==> src/rtl/sram_b_pkg.sv <==
// sram_b_pkg: shared definitions for the sram_b read streamer and its
// output FIFO. Holds the default memory geometry, the FIFO depth (which is
// also the read credit limit) and the streamer FSM state encoding.
package sram_b_pkg;

  localparam int unsigned SRAM_B_ABITS = 13;  // 8192-word memory
  localparam int unsigned SRAM_B_DBITS = 8;   // memory word width
  localparam int unsigned SRAM_B_LBITS = 14;  // burst length, 0..8192

  // Words buffered in the FIFO plus the one read in flight never exceed this.
  localparam int unsigned FIFO_DEPTH = 3;

  typedef enum logic [1:0] {
    ST_IDLE  = 2'd0,
    ST_RUN   = 2'd1,
    ST_DRAIN = 2'd2,
    ST_FIN   = 2'd3
  } rd_state_e;

endpackage

==> src/rtl/sram_b_skid_fifo.sv <==
// sram_b_skid_fifo: 3-entry synchronous FIFO holding {last, data} words
// returned by the memory until the downstream consumer takes them.
//   CLK, RST   clock and synchronous active-high reset (flushes contents)
//   push       write push_data this cycle (caller guarantees space)
//   push_data  {last flag, data word}
//   pop        consumer takes the head entry (ignored when empty)
//   head_data  oldest entry, meaningful while count != 0
//   count      number of stored entries, 0..3
module sram_b_skid_fifo
  import sram_b_pkg::*;
#(
  parameter int unsigned WIDTH = SRAM_B_DBITS + 1
) (
  input  logic             CLK,
  input  logic             RST,
  input  logic             push,
  input  logic [WIDTH-1:0] push_data,
  input  logic             pop,
  output logic [WIDTH-1:0] head_data,
  output logic [1:0]       count
);

  localparam logic [1:0] LAST_IDX = 2'(FIFO_DEPTH - 1);

  logic [WIDTH-1:0] slot_q [FIFO_DEPTH];
  logic [WIDTH-1:0] slot_d [FIFO_DEPTH];
  logic [1:0]       wr_ptr_q, wr_ptr_d;
  logic [1:0]       rd_ptr_q, rd_ptr_d;
  logic [1:0]       count_q, count_d;
  logic             pop_ok;

  // Pointers wrap at the depth, which is not a power of two.
  function automatic logic [1:0] ptr_inc(input logic [1:0] p);
    return (p == LAST_IDX) ? 2'd0 : (p + 2'd1);
  endfunction

  // Next-state for storage, pointers and occupancy.
  always_comb begin
    slot_d   = slot_q;
    wr_ptr_d = wr_ptr_q;
    rd_ptr_d = rd_ptr_q;
    pop_ok   = pop && (count_q != 2'd0);
    if (push) begin
      slot_d[wr_ptr_q] = push_data;
      wr_ptr_d         = ptr_inc(wr_ptr_q);
    end else begin
      wr_ptr_d = wr_ptr_q;
    end
    if (pop_ok) begin
      rd_ptr_d = ptr_inc(rd_ptr_q);
    end else begin
      rd_ptr_d = rd_ptr_q;
    end
    case ({push, pop_ok})
      2'b10:   count_d = count_q + 2'd1;
      2'b01:   count_d = count_q - 2'd1;
      default: count_d = count_q;
    endcase
  end

  // State registers; reset empties the FIFO.
  always_ff @(posedge CLK) begin
    if (RST) begin
      slot_q   <= '{default: {WIDTH{1'b0}}};
      wr_ptr_q <= 2'd0;
      rd_ptr_q <= 2'd0;
      count_q  <= 2'd0;
    end else begin
      slot_q   <= slot_d;
      wr_ptr_q <= wr_ptr_d;
      rd_ptr_q <= rd_ptr_d;
      count_q  <= count_d;
    end
  end

  assign head_data = slot_q[rd_ptr_q];
  assign count     = count_q;

endmodule

==> src/rtl/sram_b_rd_streamer.sv <==
// sram_b_rd_streamer: burst read initiator for an sram_b memory port 1.
// Accepts {req_addr, req_len}, issues one read per cycle on CE1/A1 while
// read credit allows, captures Q1 one cycle later into a 3-entry FIFO and
// streams the words out in order on out_valid/out_ready with out_last on the
// final word, then pulses done.
//   CLK, RST                      clock, synchronous active-high reset
//   req_valid/req_ready           request handshake
//   req_addr, req_len             base word address, word count (0..8192)
//   out_valid/out_ready/out_data  output stream
//   out_last                      final word of the burst
//   done                          one-cycle completion pulse
//   CE1, A1, Q1                   memory read port (1-cycle read latency)
module sram_b_rd_streamer
  import sram_b_pkg::*;
#(
  parameter int unsigned ABITS = SRAM_B_ABITS,
  parameter int unsigned DBITS = SRAM_B_DBITS,
  parameter int unsigned LBITS = SRAM_B_LBITS
) (
  input  logic             CLK,
  input  logic             RST,
  input  logic             req_valid,
  output logic             req_ready,
  input  logic [ABITS-1:0] req_addr,
  input  logic [LBITS-1:0] req_len,
  output logic             out_valid,
  input  logic             out_ready,
  output logic [DBITS-1:0] out_data,
  output logic             out_last,
  output logic             done,
  output logic             CE1,
  output logic [ABITS-1:0] A1,
  input  logic [DBITS-1:0] Q1
);

  localparam logic [LBITS-1:0] LEN_ONE    = {{(LBITS-1){1'b0}}, 1'b1};
  localparam logic [ABITS-1:0] ADDR_ONE   = {{(ABITS-1){1'b0}}, 1'b1};
  localparam logic [2:0]       CREDIT_MAX = 3'(FIFO_DEPTH);

  rd_state_e        state_q, state_d;
  logic [ABITS-1:0] addr_q, addr_d;
  logic [LBITS-1:0] len_q, len_d;
  logic [LBITS-1:0] issued_q, issued_d;
  logic [LBITS-1:0] ret_q, ret_d;      // words returned by the memory so far
  logic             inflight_q, inflight_d;

  logic [1:0]       fifo_count;
  logic [DBITS:0]   fifo_head;
  logic [DBITS:0]   fifo_push_data;
  logic             fifo_pop;
  logic [2:0]       credit;
  logic             issue;
  logic             head_valid;
  logic             final_hs;

  // Issue/credit and output-handshake decode. Credit uses registered state
  // only, so out_ready never reaches CE1 combinationally.
  always_comb begin
    credit         = {1'b0, fifo_count} + {2'b00, inflight_q};
    issue          = (state_q == ST_RUN) && (issued_q < len_q) &&
                     (credit < CREDIT_MAX) && !RST;
    head_valid     = (fifo_count != 2'd0) && !RST;
    fifo_pop       = head_valid && out_ready;
    final_hs       = fifo_pop && fifo_head[DBITS];
    // The last flag rides with the word so it stays stable under stall.
    fifo_push_data = {(ret_q == (len_q - LEN_ONE)), Q1};
  end

  // FSM next-state and counter updates.
  always_comb begin
    state_d    = state_q;
    addr_d     = addr_q;
    len_d      = len_q;
    issued_d   = issued_q;
    inflight_d = issue;
    if (inflight_q) begin
      ret_d = ret_q + LEN_ONE;
    end else begin
      ret_d = ret_q;
    end
    case (state_q)
      ST_IDLE: begin
        if (req_valid) begin
          addr_d   = req_addr;
          len_d    = req_len;
          issued_d = {LBITS{1'b0}};
          ret_d    = {LBITS{1'b0}};
          state_d  = (req_len == {LBITS{1'b0}}) ? ST_FIN : ST_RUN;
        end else begin
          state_d = ST_IDLE;
        end
      end
      ST_RUN: begin
        if (issue) begin
          addr_d   = addr_q + ADDR_ONE;  // wraps naturally at 2^ABITS
          issued_d = issued_q + LEN_ONE;
          if ((issued_q + LEN_ONE) == len_q) begin
            state_d = ST_DRAIN;
          end else begin
            state_d = ST_RUN;
          end
        end else begin
          state_d = ST_RUN;
        end
      end
      ST_DRAIN: begin
        if (final_hs) begin
          state_d = ST_FIN;
        end else begin
          state_d = ST_DRAIN;
        end
      end
      ST_FIN:  state_d = ST_IDLE;
      default: state_d = ST_IDLE;
    endcase
  end

  // State registers; reset drops any in-flight read and returns to IDLE.
  always_ff @(posedge CLK) begin
    if (RST) begin
      state_q    <= ST_IDLE;
      addr_q     <= {ABITS{1'b0}};
      len_q      <= {LBITS{1'b0}};
      issued_q   <= {LBITS{1'b0}};
      ret_q      <= {LBITS{1'b0}};
      inflight_q <= 1'b0;
    end else begin
      state_q    <= state_d;
      addr_q     <= addr_d;
      len_q      <= len_d;
      issued_q   <= issued_d;
      ret_q      <= ret_d;
      inflight_q <= inflight_d;
    end
  end

  // Q1 is valid exactly one cycle after an issue; credit guarantees room.
  sram_b_skid_fifo #(
    .WIDTH (DBITS + 1)
  ) u_fifo (
    .CLK       (CLK),
    .RST       (RST),
    .push      (inflight_q),
    .push_data (fifo_push_data),
    .pop       (fifo_pop),
    .head_data (fifo_head),
    .count     (fifo_count)
  );

  // Output decode; all outputs read as zero while RST is high.
  always_comb begin
    req_ready = (state_q == ST_IDLE) && !RST;
    CE1       = issue;
    A1        = issue ? addr_q : {ABITS{1'b0}};
    out_valid = head_valid;
    out_data  = head_valid ? fifo_head[DBITS-1:0] : {DBITS{1'b0}};
    out_last  = head_valid && fifo_head[DBITS];
    done      = (state_q == ST_FIN) && !RST;
  end

endmodule
==> config.mk <==
export PLATFORM = sky130hd
export DESIGN_NAME = sram_b_rd_streamer
export DESIGN_NICKNAME = d
export VERILOG_FILES = /design/src/rtl/sram_b_pkg.sv /design/src/rtl/sram_b_skid_fifo.sv /design/src/rtl/sram_b_rd_streamer.sv
export SDC_FILE = /design/constraint.sdc
export NUM_CORES = 1
export LEC_CHECK = 0
export ABC_AREA = 1
export BUFFER_PORTS_ARGS = -buffer_cell sky130_fd_sc_hd__buf_2
export CAP_MARGIN = 20
export CORE_ASPECT_RATIO = 0.6
export CORE_MARGIN = 2
export CORE_UTILIZATION = 55
export CTS_BUF_LIST = sky130_fd_sc_hd__clkbuf_4 sky130_fd_sc_hd__clkbuf_8
export CTS_CLUSTER_SIZE = 16
export DETAILED_ROUTE_END_ITERATION = 12
export PLACE_DENSITY_LB_ADDON = 0.25
export SETUP_SLACK_MARGIN = 0.02
export SLEW_MARGIN = 10
export SYNTH_ARGS = -nofsm -noshare
export SYNTH_HDL_FRONTEND = slang
export SYNTH_SLANG_ARGS = --single-unit
==> constraint.sdc <==
create_clock -name CLK -period 1.93 [get_ports CLK]
set_input_delay 0 -clock CLK [delete_from_list [all_inputs] [get_ports CLK]]
set_output_delay 0 -clock CLK [all_outputs]
set_load 0.03 [all_outputs]
# Word-level counts from Yosys, hierarchy flattened
# Index checks and enable logic that the tools add are counted.
dict set report word_totals {
  ff_bits 91
  input_bits 39
  out_inout_bits 26
  word_cells 84
}
dict set report op_classes {
  n_addsub 9
  magnitude_cmp 5
  n_eq_ne 11
  mux 26
  n_bitwise 2
  n_reduce_logical 19
}
# operator n
set ops {}
lappend ops {{$mux W14} 5}
lappend ops {{$mux W13} 3}
lappend ops {{$add A14 B1 Y14 const B} 2}
lappend ops {{$eq A14 B14 Y1} 2}
lappend ops {{$pmux W14 S2} 1}
lappend ops {{$bwmux W27} 1}
lappend ops {{$mux W9} 3}
lappend ops {{$pmux W13 S2} 1}
lappend ops {{$bmux W9 S2} 1}
lappend ops {{$demux W9 S2} 1}
lappend ops {{$logic_not A14 Y1} 1}
lappend ops {{$lt A14 B14 Y1} 1}
lappend ops {{$sub A14 B1 Y14 const B} 1}
lappend ops {{$add A13 B1 Y13 const B} 1}
lappend ops {{$mux W2} 6}
lappend ops {{$logic_and A1 B1 Y1} 11}
lappend ops {{$eq A2 B2 Y1 const B} 5}
lappend ops {{$mux W8} 1}
lappend ops {{$pmux W2 S4} 1}
lappend ops {{$add A2 B1 Y2 const B} 3}
lappend ops {{$ge A3 B3 Y1 const B} 2}
lappend ops {{$not A2 Y3} 2}
lappend ops {{$reduce_bool A2 Y1} 3}
lappend ops {{$eq A2 B1 Y1 const B} 2}
lappend ops {{other kinds (11)} 12}

# Depth between registers and ports, before layout
# Gate-level depths: netlist of the first run.
dict set report depth {
  depth_word 7
  ltp_mapped 16
  mapped_depth_nobuf 15
}

# Cells and area by module
# A second synthesis of the first run with hierarchy kept.
dict set report hier_totals {
  hier_cells 849
  area_unflattened_um2 5581.6
}
# module instances cells_each area_per_inst_um2 seq_area_each_um2
set modules_own_cells {}
lappend modules_own_cells {sram_b_rd_streamer 1 651 4142.7 1161.1}
lappend modules_own_cells {sram_b_skid_fifo 1 198 1438.9 660.6}

# Worst setup path after synthesis of the first run
# No wires, ideal clock.
dict set report synth_path {
  kind {register -> output}
  start {register len_q[5]}
  end {output port A1[10]}
  t_arrival_ns 2.306
  required_ns 1.930
  slack_ns -0.376
  path_stages_with_launch 13
  path_buffers 1
  cell_sequence {dfxtp_1 -> inv_1 -> ha_1 -> nand2_1 -> inv_1 -> nand2_1 -> nand3_1 -> nand2_1 -> nand2_1 -> a21oi_2 -> inv_1 -> buf_2 -> nor2_1}
}
dict set report synth_between {
  elab_chain_cells 5
}
# element line
set synth_lines {}
lappend synth_lines {{start, declared} sram_b_rd_streamer.sv:42} ;# logic [LBITS-1:0] len_q, len_d;
lappend synth_lines {{start signal, assigned} sram_b_rd_streamer.sv:123} ;# len_q <= {LBITS{1'b0}};
lappend synth_lines {{start signal, assigned} sram_b_rd_streamer.sv:130} ;# len_q <= len_d;
lappend synth_lines {{$lt A14 B14 Y1} sram_b_rd_streamer.sv:60} ;# issue = (state_q == ST_RUN) && (issued_q < len_q) &&
lappend synth_lines {{$logic_and A1 B1 Y1 (2 in a row)} sram_b_rd_streamer.sv:60}
lappend synth_lines {{$logic_and A1 B1 Y1} sram_b_rd_streamer.sv:61} ;# (credit < CREDIT_MAX) && !RST;
lappend synth_lines {{named net CE1} sram_b_rd_streamer.sv:31} ;# output logic CE1,
lappend synth_lines {{$mux W13} sram_b_rd_streamer.sv:154} ;# A1 = issue ? addr_q : {ABITS{1'b0}};
lappend synth_lines {{end, declared} sram_b_rd_streamer.sv:32} ;# output logic [ABITS-1:0] A1,
# The timed path passes the listed nets, and every way through them passes these cells.

# Worst setup path in the final report of the first run
dict set report layout_path {
  start {register len_q[5]}
  end {register addr_q[10]}
}
dict set report layout_between {
  elab_chain_cells 6
}
# element line
set layout_lines {}
lappend layout_lines {{$lt A14 B14 Y1} sram_b_rd_streamer.sv:60}
lappend layout_lines {{$logic_and A1 B1 Y1 (2 in a row)} sram_b_rd_streamer.sv:60}
lappend layout_lines {{$logic_and A1 B1 Y1} sram_b_rd_streamer.sv:61}
lappend layout_lines {{$ne A2 B2 Y1 (no line)} -}
lappend layout_lines {{$reduce_and A3 Y1 (no line)} -}
lappend layout_lines {{end signal, assigned} sram_b_rd_streamer.sv:122} ;# addr_q <= {ABITS{1'b0}};
lappend layout_lines {{end signal, assigned} sram_b_rd_streamer.sv:129} ;# addr_q <= addr_d;
lappend layout_lines {{end, declared} sram_b_rd_streamer.sv:41} ;# logic [ABITS-1:0] addr_q, addr_d;
# Every way passes these cells.
# A chain may end at the register's enable or synchronous reset.

==> reports/metrics.csv, run 1 <==
metric,value,unit
outcome,finished with violations,
violations,"hold timing, setup timing",
fin_cells,1115,
hold_path.class,in -> reg,
synth_area,5450,µm²
synth.area.top_cells,"dfxtp_1 (33%), nand2_1 (9.8%), nor2_1 (7.8%)",
grt_setup_unrepaired,true,
antenna_found_initial,0,
synth_top_area_share,0.334,
grt_start_max_net_pins,37,
slowest_stage,dfxtp_2,
clk_root_buffer_cell,clkbuf_8,
hold_viol,2,
place.gp.congestion,1.01,
netlist.top_cell.by_area,dfxtp_1,
async_reset_ff_frac,0,
ir_worst_vdd,0.493,mV
placed_cells,1050,
drc,0,
grt_pass1_wl,27400,µm
ios,65,
worst_slew_margin_rel,0.635,
setup_ws,-0.389,ns
avgViaCountPerCell,5.72,
cpPeakStageDelay,0.35,ns
setup_tns,-13.83,ns
clkTransAtPathRegs,0.12,ns
synth_edf_count,0,
synthFlopType,dfxtp_1,
hpwl,11800,µm
h-tree-depth,3,
syn_avg_cell_area,6.64,µm²
fin_area,7620,µm²
worstPathCellList,inv_2 -> ha_4 -> nand2_2 -> nor2_2 -> nand2_1 -> nand3_1 -> nand2_1 -> nand2_2 -> a21oi_4 -> buf_8 -> nor2_4 -> clkinv_4 -> buf_6 -> clkbuf_16 -> o21ai_2 -> a21oi_1,
finalSetupViolCount,43,
drive_gt1_frac,0.310,
io_buffers,64,
start_util,0.560,
drv_cap,0,
postSynthCellCount,821,
final_common_cell,nand2_1,
ctsLongestPathBuffers,2,
total_power,5.24,mW
antenna_cells,0,
fin_skew,0.0177,ns
arrival,2.59,ns
dieArea,10800,µm²
num_vias,6374,
ys_types,45,
cp-start-kind,register,
placed_cell_area,6360,µm²
drt-total-wl,18700,µm
ys_seq_elements,91,
numCtsBuffers,9,
final_cell_mix,"nand2_1 (133), nor2_1 (94), inv_1 (83), dfxtp_1 (68), a21oi_1 (63)",
die_y,81.1,µm
area_growth,39.8,%
num_rows,28,
cts.sink_count,91,
fillers,659,
worstPathRequired,2.21,ns
wl_per_cell,16.8,µm
grt.total_usage,0.324,
fmax,431,MHz
fin_nets,1035,
crit_type,reg -> reg,
final_antenna_net_count,0,
seq_area_frac_synth,0.334,
synth_fp_nets,881,
leakage,3.31,nW
insertion_delay,0.39,ns
post-route-min-period,2.32,ns
maxSlewViolCount,0,
worstPathMaxFanout,6,
endpoint_kind,register,
cts_tree,yes,
grt_overflow_total,0,
worst_slew_pin_slew,0.547,ns
grt_pass1_vias,5701,
die_w,133,µm
drt_pass1_iterations,6,
whs,-0.00692,ns
ys_warn_count,0,
p_per_area,687,nW/µm²
finalCritPeriodShare,1.20,
drt_iter0_markers,783,
core_area,9740,µm²
## cells by family after synthesis
kind of cell | after synthesis | share of synthesized area
xor gates and xnor gates | 29 | 0.0466
AOI/OAI and AO/OA | 184 | 0.181
adders and majority gates | 21 | 0.0482
DFF | 91 | 0.334
buffers and inverters | 130 | 0.0952
and+or+nand+nor | 366 | 0.295
## layer usage
metal  up-vias  global-route usage  wire length (µm)
met5         -                   0                 0
met4         0               0.122               608
met3        81              0.0861              2130
met2       379               0.519              8200
met1      2907               0.424              7800
li1       3007                   -                 -
## state kept, by name, indices dropped and copies added, names as in the netlist, 2 cells and up
signal,cells
u_fifo.wr_ptr_q,2
issued_q,14
len_q,14
u_fifo.rd_ptr_q,2
state_q,2
u_fifo.slot_q,27
u_fifo.count,2
ret_q,14
addr_q,13
## power by group
part / internal, mW / switching (mW)
clock network: 0.521 / 0.848
registers: 2.01 / 0.127
logic: 0.734 / 0.995
total: 3.27 / 1.97
## synth_stat cells (2+ instances only)
| cell | number |
|---|---|
| nand2_1 | 143 |
| o21ai_1 | 12 |
| ha_1 | 21 |
| nand2_2 | 6 |
| nand4_1 | 12 |
| o211ai_1 | 6 |
| inv_2 | 3 |
| o21ai_0 | 73 |
| o2bb2ai_1 | 2 |
| nor2_2 | 2 |
| nor2_1 | 114 |
| buf_6 | 2 |
| buf_2 | 6 |
| o21bai_1 | 4 |
| a21oi_1 | 77 |
| nor2_4 | 4 |
| xnor2_1 | 8 |
| nand3_1 | 59 |
| a211oi_1 | 2 |
| a21oi_2 | 2 |
| nor4_1 | 3 |
| inv_1 | 98 |
| dfxtp_1 | 91 |
| clkbuf_1 | 16 |
| nor3_1 | 15 |
| xor2_1 | 21 |
## worst paths after layout
kind | start | to | slack, ns | cells after the start
setup / recovery | len_q[5] | addr_q[10] | -0.39 | 16
hold / removal | out_ready | u_fifo.rd_ptr_q[1] | -0.007 | 4
setup reg to reg | len_q[5] | addr_q[10] | -0.39 | 16
hold reg to reg | u_fifo.slot_q[16] | u_fifo.slot_q[16] | 0.46 | 2
## layout make-up
| cell class | count | area [µm²] | share of cell area |
|---|---|---|---|
| tap | 135 | 169 | 0.0222 |
| timing repair inverter | 1 | 6.26 | 0.000820 |
| timing repair buffer | 169 | 1400 | 0.184 |
| inverter | 103 | 408 | 0.0535 |
| clock buffer | 9 | 124 | 0.0162 |
| multi-input combinational | 600 | 3580 | 0.470 |
| clock inverter | 7 | 76.3 | 0.0100 |
| sequential | 91 | 1860 | 0.243 |
## critical path: cells and delay by family, from the launching register on
kind,cells,cell delay [ns]
adder cells (fa/ha/maj),1,0.28
flip-flops,1,0.35
AND/OR/NAND/NOR,7,0.69
AO/OA/AOI/OAI,3,0.29
buffers and inverters,5,0.58
## per-stage QoR
| step | hold slack [ns] | utilization | setup WS (ns) |
|---|---|---|---|
| CTS | 0.00841 | 0.738 | -0.170 |
| global route | 0.00420 | 0.783 | -0.522 |
| global placement | 0.251 | 0.653 | -0.00606 |
| finish | -0.00692 | 0.783 | -0.389 |
| floorplan | 0.135 | - | -0.00384 |
| detailed placement | 0.260 | 0.653 | -0.108 |
## repair_timing
action | 4_1_cts | 5_1_grt
hold buffers | 27 | 0
buffers inserted | 6 | 14
resized for setup | 90 | 84
gates cloned | 1 | 4
pin swaps | 17 | 21
hold endpoints to repair | 47 | 0
setup endpoints to repair | 43 | 57
Power figures use the tool's default switching activity.
==> run 2: changes to the inputs <==
BUFFER_PORTS_ARGS = -buffer_cell sky130_fd_sc_hd__clkbuf_2   (was -buffer_cell sky130_fd_sc_hd__buf_2)
CELL_PAD_IN_SITES_DETAIL_PLACEMENT = 2   (was not set)
CELL_PAD_IN_SITES_GLOBAL_PLACEMENT = 2   (was not set)
CORE_UTILIZATION = 30   (was 55)
PLACE_DENSITY_LB_ADDON = 0.08   (was 0.25)
==> run 2 against run 1 <==
Effect of this change:
- largest power group unchanged
- the run ends with setup timing left
- sequential share of layout area is 0.41 points lower
- flip-flop and latch count stayed put
- non-clock buffer count up 6
==> reports/metrics.csv, run 2 (synthesis results as in run 1) <==
metric,value,unit,change
final_cell_mix,"nand2_1 (136), nor2_1 (92), inv_1 (87), buf_4 (73), a21oi_1 (72)",,
num_rows,38,,+36%
fin_nets,1040,,+0.48%
fillers,2036,,+210%
drc,0,,unchanged
numCtsBuffers,9,,unchanged
core_area,17900,µm²,+84%
num_vias,6295,,-1.2%
placed_cells,1166,,+11%
whs,0.0104,ns,+0.0174 ns
hpwl,17500,µm,+48%
hp-start,req_addr[3],,
cp-start-kind,register,,
worst_slew_margin_rel,0.640,,+0.00455
worstReg2RegStart,len_q[4],,
clk_root_buffer_cell,clkbuf_8,,
insertion_delay,0.40,ns,about the same
reg2reg_to,addr_q[5],,
drive_gt1_frac,0.293,,-0.0168
leakage,3.34,nW,+0.86%
worstPathRequired,2.25,ns,+0.04 ns
fin_cells,1225,,+9.9%
violations,setup timing,,
die_y,108,µm,+34%
finalCritPeriodShare,1.14,,-0.0587
grt_pass1_vias,6726,,+18%
wl_met2,11300,µm,+38%
hold_path.class,in -> reg,,
post-route-min-period,2.21,ns,-0.113 ns
worst_slew_pin_slew,0.537,ns,-0.0101 ns
hold_viol,0,,-2
dieArea,19300,µm²,+80%
top_layer_used,met4,,
grt_pass1_wl,37800,µm,+38%
ctsLongestPathBuffers,2,,unchanged
h-tree-depth,3,,unchanged
worstPathMaxFanout,9,,+3
cts_tree,yes,,
die_w,178,µm,+34%
rrSetupSlack,-0.28,ns,+0.11 ns
top_register,u_fifo.slot_q,,
largest_register_ff_count,27,,unchanged
start_util,0.304,,-0.256
avgViaCountPerCell,5.14,,-10%
final_common_cell,nand2_1,,
grt_setup_unrepaired,true,,
drt_iter0_markers,332,,-58%
ir_worst_vdd,0.339,mV,-31%
maxSlewViolCount,0,,unchanged
fmax,453,MHz,+5.1%
wl_per_cell,20.1,µm,+20%
drt_pass1_iterations,4,,-2
p_per_area,669,nW/µm²,-2.5%
arrival,2.53,ns,-0.06 ns
ios,65,,unchanged
grt_overflow_total,0,,unchanged
grt_start_max_net_pins,25,,-32%
wl_met1,12300,µm,+57%
met3_wirelength,840,µm,-61%
holdPathStages,5,,+1
antenna_cells,0,,unchanged
place.gp.congestion,0.929,,-7.7%
grt.total_usage,0.258,,-0.0657
finalSetupViolCount,42,,-2.3%
drv_cap,0,,unchanged
fin_skew,0.0152,ns,-0.00256 ns
outcome,finished with violations,,
io_buffers,64,,unchanged
clkTransAtPathRegs,0.11,ns,about the same
crit_type,reg -> reg,,
drt-total-wl,24600,µm,+31%
rr_worst_depth,16,,unchanged
endpoint_kind,register,,
area_growth,42.7,%,
final_antenna_net_count,0,,unchanged
cts.sink_count,91,,unchanged
min_to,addr_q[3],,
antenna_found_initial,0,,unchanged
setup_ws,-0.275,ns,+0.113 ns
run 2: cell count changes in the layout (fill, tap and decap cells not counted), moves of 4 or more:
cell      before  now
a21oi_1       63   72
a21oi_2       14    6
buf_2         50    0
buf_4         62   73
buf_6         22    1
buf_8          1   13
clkbuf_2       0   50
inv_1         83   87
o21ai_1        4   14
o21ai_2       25   14
run 2: worst max-delay path: stages (launching register included):
cell and delay [ns]:
dfxtp_2 0.36, inv_2 0.04, ha_1 0.27, nand2_1 0.08
nor2_1 0.14, nand2_1 0.08, nand3_1 0.07, nand2_1 0.06
nand2_2 0.10, a21oi_4 0.07, buf_4 0.16, nor2_4 0.15
clkinv_4 0.12, buf_12 0.16, o21ai_0 0.07, nand2_1 0.07
a21oi_1 0.11
run 2: worst max path at each step:
stage | slack (ns) | startpoint | depth (start not counted) | endpoint
after global routing | -0.37 | len_q[11] | 11 | A1[12]
after global placement | -0.13 | issued_q[1] | 12 | state_q[0]
after floorplan | -0.004 | inflight_q | 7 | A1[0]
after CTS | -0.28 | inflight_q | 9 | A1[5]
after detailed placement | -0.21 | issued_q[9] | 11 | addr_q[10]
final | -0.28 | len_q[4] | 16 | addr_q[5]
run 2: through the flow:
stage / instance area [µm²] / setup TNS, ns / setup WS [ns] / util / power (mW)
5_1_grt: 7780 / -14.02 / -0.369 / 0.434 / 5.51
3_5_place_dp: 6600 / -4.69 / -0.212 / 0.368 / 3.55
3_3_place_gp: 6600 / -0.358 / -0.135 / 0.368 / 3.47
6_report: 7780 / -9.40 / -0.275 / 0.434 / 5.21
4_1_cts: 7500 / -7.52 / -0.284 / 0.419 / 5.08
2_1_floorplan: 5570 / -0.0115 / -0.00384 / - / 2.96
run 2: cell type report:
cell class	count	area, µm²	share of cell area
flip-flops and latches	91	1860	0.239
multi-input cells	600	3560	0.458
well taps	240	300	0.0386
inverters	103	394	0.0507
repair buffers	175	1480	0.190
clock buffers	11	145	0.0187
clock inverters	5	37.5	0.00482
run 2: repair_timing:
action / in CTS / in global routing
hold buffers: 29 / 0
setup buffers: 5 / 6
gates cloned: 1 / 2
gates resized for setup: 102 / 61
setup endpoints to repair: 51 / 56
pin swaps: 21 / 19
endpoints found under the hold margin: 45 / 0
run 2: where the power goes:
group	switching, mW	leakage [nW]	total, mW	internal (mW)
Combinational	1.04	2.49	1.76	0.720
Clock	0.787	0.0894	1.31	0.524
Sequential	0.122	0.753	2.13	2.01
run 2: routing by layer:
metal | GRT usage | up-vias
met3 | 0.0408 | 14
met4 | 0.0445 | 0
li1 | - | 3007
met1 | 0.365 | 3172
met5 | 0 | -
met2 | 0.418 | 102
